## src/rtl/serial_traffic_injector.sv

```systemverilog
// Rate-controlled packet generator for one node's serial injection link.
// Generates sequence-numbered packets on a programmable interval, buffers
// them in a small queue and serialises each as start bit + payload (LSB
// first) + one idle cycle, counting sent frames and dropped packets.
module serial_traffic_injector #(
    parameter int          NODE_ID   = 0,
    parameter int          SIZE      = 4,
    parameter int          SEQ_BITS  = 8,
    parameter int          MODE      = 0,
    parameter int          DEST      = 1,
    parameter int          QDEPTH    = 4,
    parameter logic [15:0] LFSR_SEED = 16'hACE1
) (
    input  logic                      clk,
    input  logic                      reset,
    output logic                      data,
    input  logic                      busy,
    input  logic                      enable,
    input  logic [7:0]                period,
    output logic [25:0]               sent_count,
    output logic [15:0]               drop_count,
    output logic [$clog2(QDEPTH):0]   q_level
);

    localparam int PB = 2*SIZE + SEQ_BITS;
    localparam int AW = $clog2(QDEPTH);
    localparam int CW = $clog2(PB);
    localparam logic [SIZE-1:0] NODE       = SIZE'(NODE_ID);
    localparam logic [SIZE-1:0] FIXED_DEST = SIZE'(DEST);
    localparam logic [CW-1:0]   LAST_BIT   = CW'(PB - 1);
    localparam logic [AW:0]     FULL_LEVEL = (AW+1)'(QDEPTH);

    typedef enum logic [1:0] {IDLE, SHIFT, GAP} state_t;

    state_t              state;
    state_t              state_next;
    logic [7:0]          timer;
    logic [SEQ_BITS-1:0] seq;
    logic [15:0]         lfsr;
    logic [SIZE-1:0]     rr_ptr;
    logic [SIZE-1:0]     rr_ptr_next;
    logic [SIZE-1:0]     lfsr_dest;
    logic [SIZE-1:0]     dest;
    logic [PB-1:0]       packet;
    logic [PB-1:0]       queue_mem [QDEPTH];
    logic [AW-1:0]       wr_ptr;
    logic [AW-1:0]       rd_ptr;
    logic [PB-1:0]       shreg;
    logic [CW-1:0]       bit_cnt;
    logic                gen;
    logic                full;
    logic                pop;
    logic                push;
    logic                drop;
    logic                data_next;
    logic                load;
    logic                shift;
    logic                done;

    // A packet is generated on the cycle the interval timer reaches period-1.
    assign gen  = enable && (period != 8'd0) && (timer >= (period - 8'd1));
    assign full = (q_level == FULL_LEVEL);
    // The transmitter only pulls a packet while idle and the receiver is free.
    assign pop  = (state == IDLE) && (q_level != '0) && !busy;
    // A full queue still accepts a packet when the head leaves in the same cycle.
    assign push = gen && (!full || pop);
    assign drop = gen && full && !pop;

    assign packet = {seq, NODE, dest};

    // Destination choice for the packet being generated this cycle.
    always_comb begin
        rr_ptr_next = rr_ptr + SIZE'(1);
        if (rr_ptr_next == NODE) begin
            rr_ptr_next = rr_ptr_next + SIZE'(1);
        end
        lfsr_dest = lfsr[SIZE-1:0];
        if (lfsr_dest == NODE) begin
            lfsr_dest = lfsr_dest ^ SIZE'(1);
        end
        case (MODE)
            1:       dest = rr_ptr;
            2:       dest = lfsr_dest;
            default: dest = FIXED_DEST;
        endcase
    end

    // Interval timer, sequence number, destination state and drop counter.
    always_ff @(posedge clk or negedge reset) begin
        if (!reset) begin
            timer      <= 8'd0;
            seq        <= '0;
            lfsr       <= LFSR_SEED;
            rr_ptr     <= NODE + SIZE'(1);
            drop_count <= 16'd0;
        end else begin
            if (!enable || (period == 8'd0) || gen) begin
                timer <= 8'd0;
            end else begin
                timer <= timer + 8'd1;
            end
            if (gen) begin
                seq    <= seq + SEQ_BITS'(1);
                lfsr   <= {lfsr[14:0], lfsr[15] ^ lfsr[13] ^ lfsr[12] ^ lfsr[10]};
                rr_ptr <= rr_ptr_next;
            end
            if (drop && (drop_count != 16'hFFFF)) begin
                drop_count <= drop_count + 16'd1;
            end
        end
    end

    // Queue storage; contents need no reset since occupancy gates every read.
    always_ff @(posedge clk) begin
        if (push) begin
            queue_mem[wr_ptr] <= packet;
        end
    end

    // Queue pointers and occupancy.
    always_ff @(posedge clk or negedge reset) begin
        if (!reset) begin
            wr_ptr  <= '0;
            rd_ptr  <= '0;
            q_level <= '0;
        end else begin
            if (push) begin
                wr_ptr <= wr_ptr + AW'(1);
            end
            if (pop) begin
                rd_ptr <= rd_ptr + AW'(1);
            end
            case ({push, pop})
                2'b10:   q_level <= q_level + (AW+1)'(1);
                2'b01:   q_level <= q_level - (AW+1)'(1);
                default: q_level <= q_level;
            endcase
        end
    end

    // Transmit FSM state register.
    always_ff @(posedge clk or negedge reset) begin
        if (!reset) begin
            state <= IDLE;
        end else begin
            state <= state_next;
        end
    end

    // Transmit FSM next-state logic.
    always_comb begin
        state_next = state;
        case (state)
            IDLE:    if (pop) state_next = SHIFT;
            SHIFT:   if (bit_cnt == LAST_BIT) state_next = GAP;
            GAP:     state_next = IDLE;
            default: state_next = IDLE;
        endcase
    end

    // Transmit FSM outputs: next line value and datapath controls.
    always_comb begin
        data_next = 1'b0;
        load      = 1'b0;
        shift     = 1'b0;
        done      = 1'b0;
        case (state)
            IDLE: begin
                if (pop) begin
                    data_next = 1'b1;
                    load      = 1'b1;
                end
            end
            SHIFT: begin
                data_next = shreg[0];
                shift     = 1'b1;
                done      = (bit_cnt == LAST_BIT);
            end
            default: data_next = 1'b0;
        endcase
    end

    // Serialiser datapath and sent-frame counter.
    always_ff @(posedge clk or negedge reset) begin
        if (!reset) begin
            data       <= 1'b0;
            shreg      <= '0;
            bit_cnt    <= '0;
            sent_count <= 26'd0;
        end else begin
            data <= data_next;
            if (load) begin
                shreg   <= queue_mem[rd_ptr];
                bit_cnt <= '0;
            end else if (shift) begin
                shreg   <= shreg >> 1;
                bit_cnt <= bit_cnt + CW'(1);
            end
            if (done) begin
                sent_count <= sent_count + 26'd1;
            end
        end
    end

endmodule
```

## config.mk

```make
export PLATFORM = sky130hd
export DESIGN_NAME = serial_traffic_injector
export DESIGN_NICKNAME = d
export VERILOG_FILES = /design/src/rtl/serial_traffic_injector.sv
export SDC_FILE = /design/constraint.sdc
export NUM_CORES = 1
export LEC_CHECK = 0
export CAP_MARGIN = 20
export CORE_MARGIN = 5
export CORE_UTILIZATION = 57
export CTS_CLUSTER_SIZE = 20
export DETAILED_ROUTE_END_ITERATION = 8
export PLACE_DENSITY = 0.8
export SETUP_SLACK_MARGIN = 0.2
export SYNTH_ARGS = -nofsm -noshare
export SYNTH_HDL_FRONTEND = slang
export SYNTH_SLANG_ARGS = --single-unit
```

## constraint.sdc

```tcl
create_clock -name clk -period 3.5 [get_ports clk]
set_input_delay 0.7 -clock clk [delete_from_list [all_inputs] [get_ports clk]]
set_output_delay 0.7 -clock clk [all_outputs]
set_load 0.03 [all_outputs]
```

Word level (Yosys, flattened, before mapping)
Memory sizes are Yosys's and may differ from the RTL's.
Cells that the tools add are included.
{"block": "op_classes", "n_addsub": 10, "order_cmp": 1, "eq_ne": 8, "muxes": 16, "n_reduce_logical": 22}
{"cell": "$mux 16", "n": 2}
{"cell": "$add 26x1->26 const B", "n": 1}
{"cell": "$add 16x1->16 const B", "n": 1}
{"cell": "$add 8x1->8 const B", "n": 2}
{"cell": "$ne 16x16->1 const B", "n": 1}
{"cell": "$ge 8x8->1", "n": 1}
{"cell": "$logic_and 1x1->1", "n": 8}
{"cell": "$logic_not 8->1", "n": 1}
{"cell": "$mux 4", "n": 2}
{"cell": "$mux 8", "n": 1}
{"cell": "$reduce_bool 8->1", "n": 1}
{"cell": "$sub 8x1->8 const B", "n": 1}
{"cell": "$mux 1", "n": 6}
{"cell": "$pmux 3 s2", "n": 1}
{"cell": "$add 2x1->2 const B", "n": 2}
{"cell": "$add 4x1->4 const B", "n": 1}
{"cell": "$eq 2x1->1 const B", "n": 2}
{"cell": "$eq 4x4->1 const B", "n": 1}
{"cell": "$logic_not 1->1", "n": 4}
{"cell": "$mux 2", "n": 2}
{"cell": "$ne 2x2->1 const B", "n": 2}
{"cell": "$pmux 2 s2", "n": 1}
{"cell": "$reduce_bool 2->1", "n": 2}
{"cell": "$add 3x1->3 const B", "n": 1}
{"cell": "8 further kinds", "n": 10}
{"block": "totals", "ram_bits": 32, "n_memories": 1, "elab_cells": 69, "regBits": 88, "out_inout_bits": 46, "in_bits": 12}
{"name": "queue_mem", "depth": 4, "width": 8, "rd": 1, "rd_clocked_by_memory_dff": 0, "write_ports": 1, "line": "45", "source": "logic [PB-1:0] queue_mem [QDEPTH];"}

Logic depth before layout (Yosys ltp)
{"block": "depth", "depth_word": 7, "mapped_depth": 14, "ltp_nobuf": 13}

Least setup slack after synthesis
OpenSTA, ideal clock, no wires.
{"block": "synth_timing", "path_kind": "in2reg", "from": "input period[3]", "to": "register q_level[2]", "path_stages": 13, "slack_ns": 0.204, "path_buffers": 1, "setup_time_ns": 0.135, "required_ns": 3.365, "arrival_time_ns": 3.161, "cell_sequence": "nor4_4 > nand2_1 > xor2_1 > ha_1 > nand2_1 > o21ai_1 > o21a_1 > buf_2 > nor2_1 > fa_1 > and3_1 > mux2i_1 > xnor2_1"}
{"block": "synth_between", "elab_chain_len": 6, "elab_cells_between_ends": 10, "cone_classes": "1 x add/sub; 1 x order compare; 2 x eq/ne; 1 x mux; 5 x reduce/logical"}
{"element": "start: declaration", "line": "19", "source": "input logic [7:0] period,"}
{"element": "$sub 8x1->8 or $reduce_bool 8->1 (tied branches)", "line": "61", "source": "assign gen = enable && (period != 8'd0) && (timer >= (period - 8'd1));"}
{"element": "$ge 8x8->1 or $logic_and 1x1->1 (tied branches)", "line": "61"}
{"element": "$logic_and 1x1->1 (*)", "line": "61"}
{"element": "$logic_and 1x1->1 (*)", "line": "66", "source": "assign push = gen && (!full || pop);"}
{"element": "$eq 2x1->1 or $eq 2x2->1 (tied branches)", "line": "133", "source": "case ({push, pop})"}
{"element": "$pmux 3 s2 or $reduce_bool 2->1 (tied branches)"}
{"element": "end signal: assignment", "line": "134", "source": "2'b10: q_level <= q_level + (AW+1)'(1);"}
{"element": "end signal: assignment", "line": "135", "source": "2'b01: q_level <= q_level - (AW+1)'(1);"}
{"element": "end signal: assignment", "line": "136", "source": "default: q_level <= q_level;"}
{"element": "end: declaration", "line": "22", "source": "output logic [$clog2(QDEPTH):0] q_level"}
Every way passes the cells marked *; elsewhere a longest branch is shown, timed or not.
A chain may end at the register's enable or synchronous reset.

Worst setup path after layout
{"block": "layout_timing", "from": "input period[0]", "to": "register q_level[1]"}
Same word-level chain as after synthesis.

==> summary.txt <==
Layout
  – Commonest non-fill, non-tap cell in the layout: dfrtp_1
  – Fin nets: 573
  – Most frequent cells in the layout: dfrtp_1, nand2_1, clkdlybuf4s50_1
  – Share of cells above drive strength 1: 14.4%
  – # diodes: 0
  – Fin area: 7040 um2
  – Synth-to-layout area growth: 26.3%
  – Fin cells: 687
  – Filler instances: 622

Worst setup path
  – Crit path max fanout: 3
  – WS Path Type: input port to flip-flop
  – Worst EP required: 3.89 ns
  – CP Capture Point: q_level[1]$_DFFE_PN0P_
  – CP endpoint kind: flip-flop
  – Reg2Reg Depth: 6
  – Reg-to-reg startpoint: state[1]$_DFFE_PN0P_
  – Worst EP arrival: 3.49 ns
  – Startpoint types: input port
  – Worst R2R End: sent_count[11]$_DFFE_PN0P_
  – Worst R2R Setup Slack: 0.98 ns
  – Critical path origin: period[0]

Global route
  – Vias in the first global route: 3930
  – Pin count of the biggest net entering global routing: 89
  – First-pass GRT wire length: 19300 um
  – GR Overflow Total: 0
  – GRT Util Overall: 21.4%
  – Initial antenna violation count: 0

Floorplanning
  – Initial Util: 57.8%
  – Num rows: 36
  – Die width: 109 um
  – Total Die Area: 11900 um2
  – Core Region: 9640 um2
  – Die Y: 109 um
  – IO Pins: 58

Route
  – Vias: 3812
  – # DRC: 0
  – WL/cell: 16.7 um
  – DRT iter0 DRCs: 241
  – Via/cell ratio: 5.55
  – Pre-antenna DRT Iters: 5
  – Routed Wire Length: 11500 um
  – Antenna-violating nets left: 0

Placed design
  – Post-placement cell count: 654
  – Final Wtd Congestion: 0.846
  – HPWL after detailed placement: 7530 um
  – # port buffers: 57
  – Cell Area, Placed: 6430 um2

Synth
  – Cell variety after synth: 50
  – Synthesized cell area: 5570 um2
  – EDFF count, synth: 32
  – Post-synthesis sequential area ratio: 56.8%
  – Post-synth top flop: dfrtp_1
  – Cell count after synthesis: 456
  – Syn Area/Cell: 12.2 um2
  – Synth Register Bits: 120
  – Mapped Nets: 488
  – Largest area contributor in the netlist: dfrtp_1
  – Synth top area share: 39.5%
  – Ranking of synthesized cells by area: dfrtp_1, edfxtp_1, xnor2_1
  – Syn. warnings: 0
  – Async set or reset register ratio after synthesis: 73.3%

Clock network
  – Root Buffer: clkbuf_8
  – Clock Path Buffers: 2
  – # hold bufs at CTS: 0
  – Clk_lat worst skew: 0.52 ns
  – CTS tree: done
  – Worst-path clk slew: 0.06 ns
  – Inserted Clock Buffers: 17
  – Clock sinks: 120
  – Maximum level of the CTS H-tree: 4

Timing
  – Final setup fails: 0
  – Max_slew headroom: 44.1%
  – Slew @ Worst Pin: 0.838 ns
  – Final min period: 3.09 ns
  – Pins Over Slew Limit: 0
  – Fin crit share: 88.3%
  – Skew final: 0.0125 ns
  – Fmax achieved: 323 MHz
  – RSZ-0062 raised after global routing: false
  – Final hold violation count: 0

Power
  – Leakage: 0.00308 uW
  – Maximum VDD drop: 0.000364 V
  – Power Total: 4300 uW
  – Pwr/cell area: 611 nW/um2

Outcome
  – Run status: complete, no violations

Worst hold path
  – Worst min path class: input port to async pin

Job
  – Max-Cap Viols: 0
==> flip-flops by register name (all words and copies together) (netlist names) <==
signal / flops
bit_cnt: 4
data: 1
drop_count: 16
q_level: 3
queue_mem: 32
rd_ptr: 2
sent_count: 26
seq: 8
shreg: 16
state: 2
timer: 8
wr_ptr: 2
==> timing repair <==
item                       4_1_cts  5_1_grt
gates resized for setup          0        1
setup buffers                    0        0
setup endpoints to repair        0        1
==> cells by family after synthesis <==
logic type      count (synthesis)  share of synthesized area [%]
buf+inv                        22                           1.80
mux                            15                           4.67
flops                         120                           56.8
fa+ha+maj                      20                           4.63
simple gates                  183                           17.7
compound gates                 29                           3.88
xor+xnor                       67                           10.5
==> layout make-up <==
type | count | area, um2 | area share (%)
Sequential cell | 120 | 3160 | 45.0
Inverter | 10 | 37.5 | 0.533
Tap cell | 133 | 166 | 2.36
Clock buffer | 18 | 418 | 5.94
Multi-Input combinational cell | 314 | 2320 | 33.0
Clock inverter | 14 | 158 | 2.24
Timing Repair Buffer | 78 | 771 | 11.0
==> worst max-delay path, cell delays in order <==
cell and delay [ns]:
clkdlybuf4s50_1 0.50, inv_1 0.08, ha_1 0.24, xnor2_2 0.15, ha_1 0.29, and3_1 0.18, o21ai_1 0.19, a31oi_4 0.11
o21a_1 0.20, nor2_1 0.12, fa_1 0.42, mux2_1 0.30
==> metal layers <==
layer | vias to the layer above | GRT usage [%] | share of wire, %
li1 | 1792 | - | -
met1 | 1903 | 25.5 | 40
met2 | 94 | 35.7 | 53
met3 | 23 | 5.98 | 4.2
met4 | 0 | 10.7 | 2.7
met5 | - | 0 | 0
==> power by group <==
group | total (uW) | leakage, uW | switching (uW) | internal [uW]
combinational | 788 | 0.00132 | 426 | 362
sequential | 1840 | 0.00148 | 218 | 1620
clock | 1670 | 0.000277 | 594 | 1070
==> worst min-delay path by stage <==
stage / slack [ns] / startpoint / endpoint / cells after the start
global placement: 0.46 / sent_count[25]$_DFFE_PN0P_ / sent_count[25]$_DFFE_PN0P_ / 1
CTS: 0.43 / reset / sent_count[18]$_DFFE_PN0P_ / 1
finish: 0.03 / reset / sent_count[10]$_DFFE_PN0P_ / 1
detailed placement: 0.46 / sent_count[25]$_DFFE_PN0P_ / sent_count[25]$_DFFE_PN0P_ / 1
global route: 0.02 / reset / sent_count[20]$_DFFE_PN0P_ / 1
floorplan: 0.40 / reset / bit_cnt[0]$_DFFE_PN0P_ / 0
==> Yosys cell counts, drive strengths merged, types with 2 or more instances <==
library cell / instances
a31oi: 9
inv: 10
nand3: 17
nor2b: 2
nand2: 63
o211ai: 2
xnor2: 41
buf: 4
ha: 19
xor2: 26
a21oi: 10
mux4: 8
dfrtp: 88
nand4: 24
mux2: 5
nor2: 36
clkbuf: 8
o21ai: 4
nor3: 8
nor4: 8
edfxtp: 32
and3: 18
mux2i: 2
or4: 2
==> metrics by stage <==
stage          setup slack (ns)  TNS, ns  hold slack (ns)  util (%)
6_report                  0.408        0           0.0325      73.0
3_3_place_gp            -0.0290  -0.0290            0.456      66.7
5_1_grt                   0.231        0           0.0239      73.0
3_5_place_dp             -0.116   -0.195            0.461      66.7
2_1_floorplan             0.204        0            0.404         -
4_1_cts                   0.416        0            0.427      72.6
No activity file was read; power rests on OpenSTA's default activity.
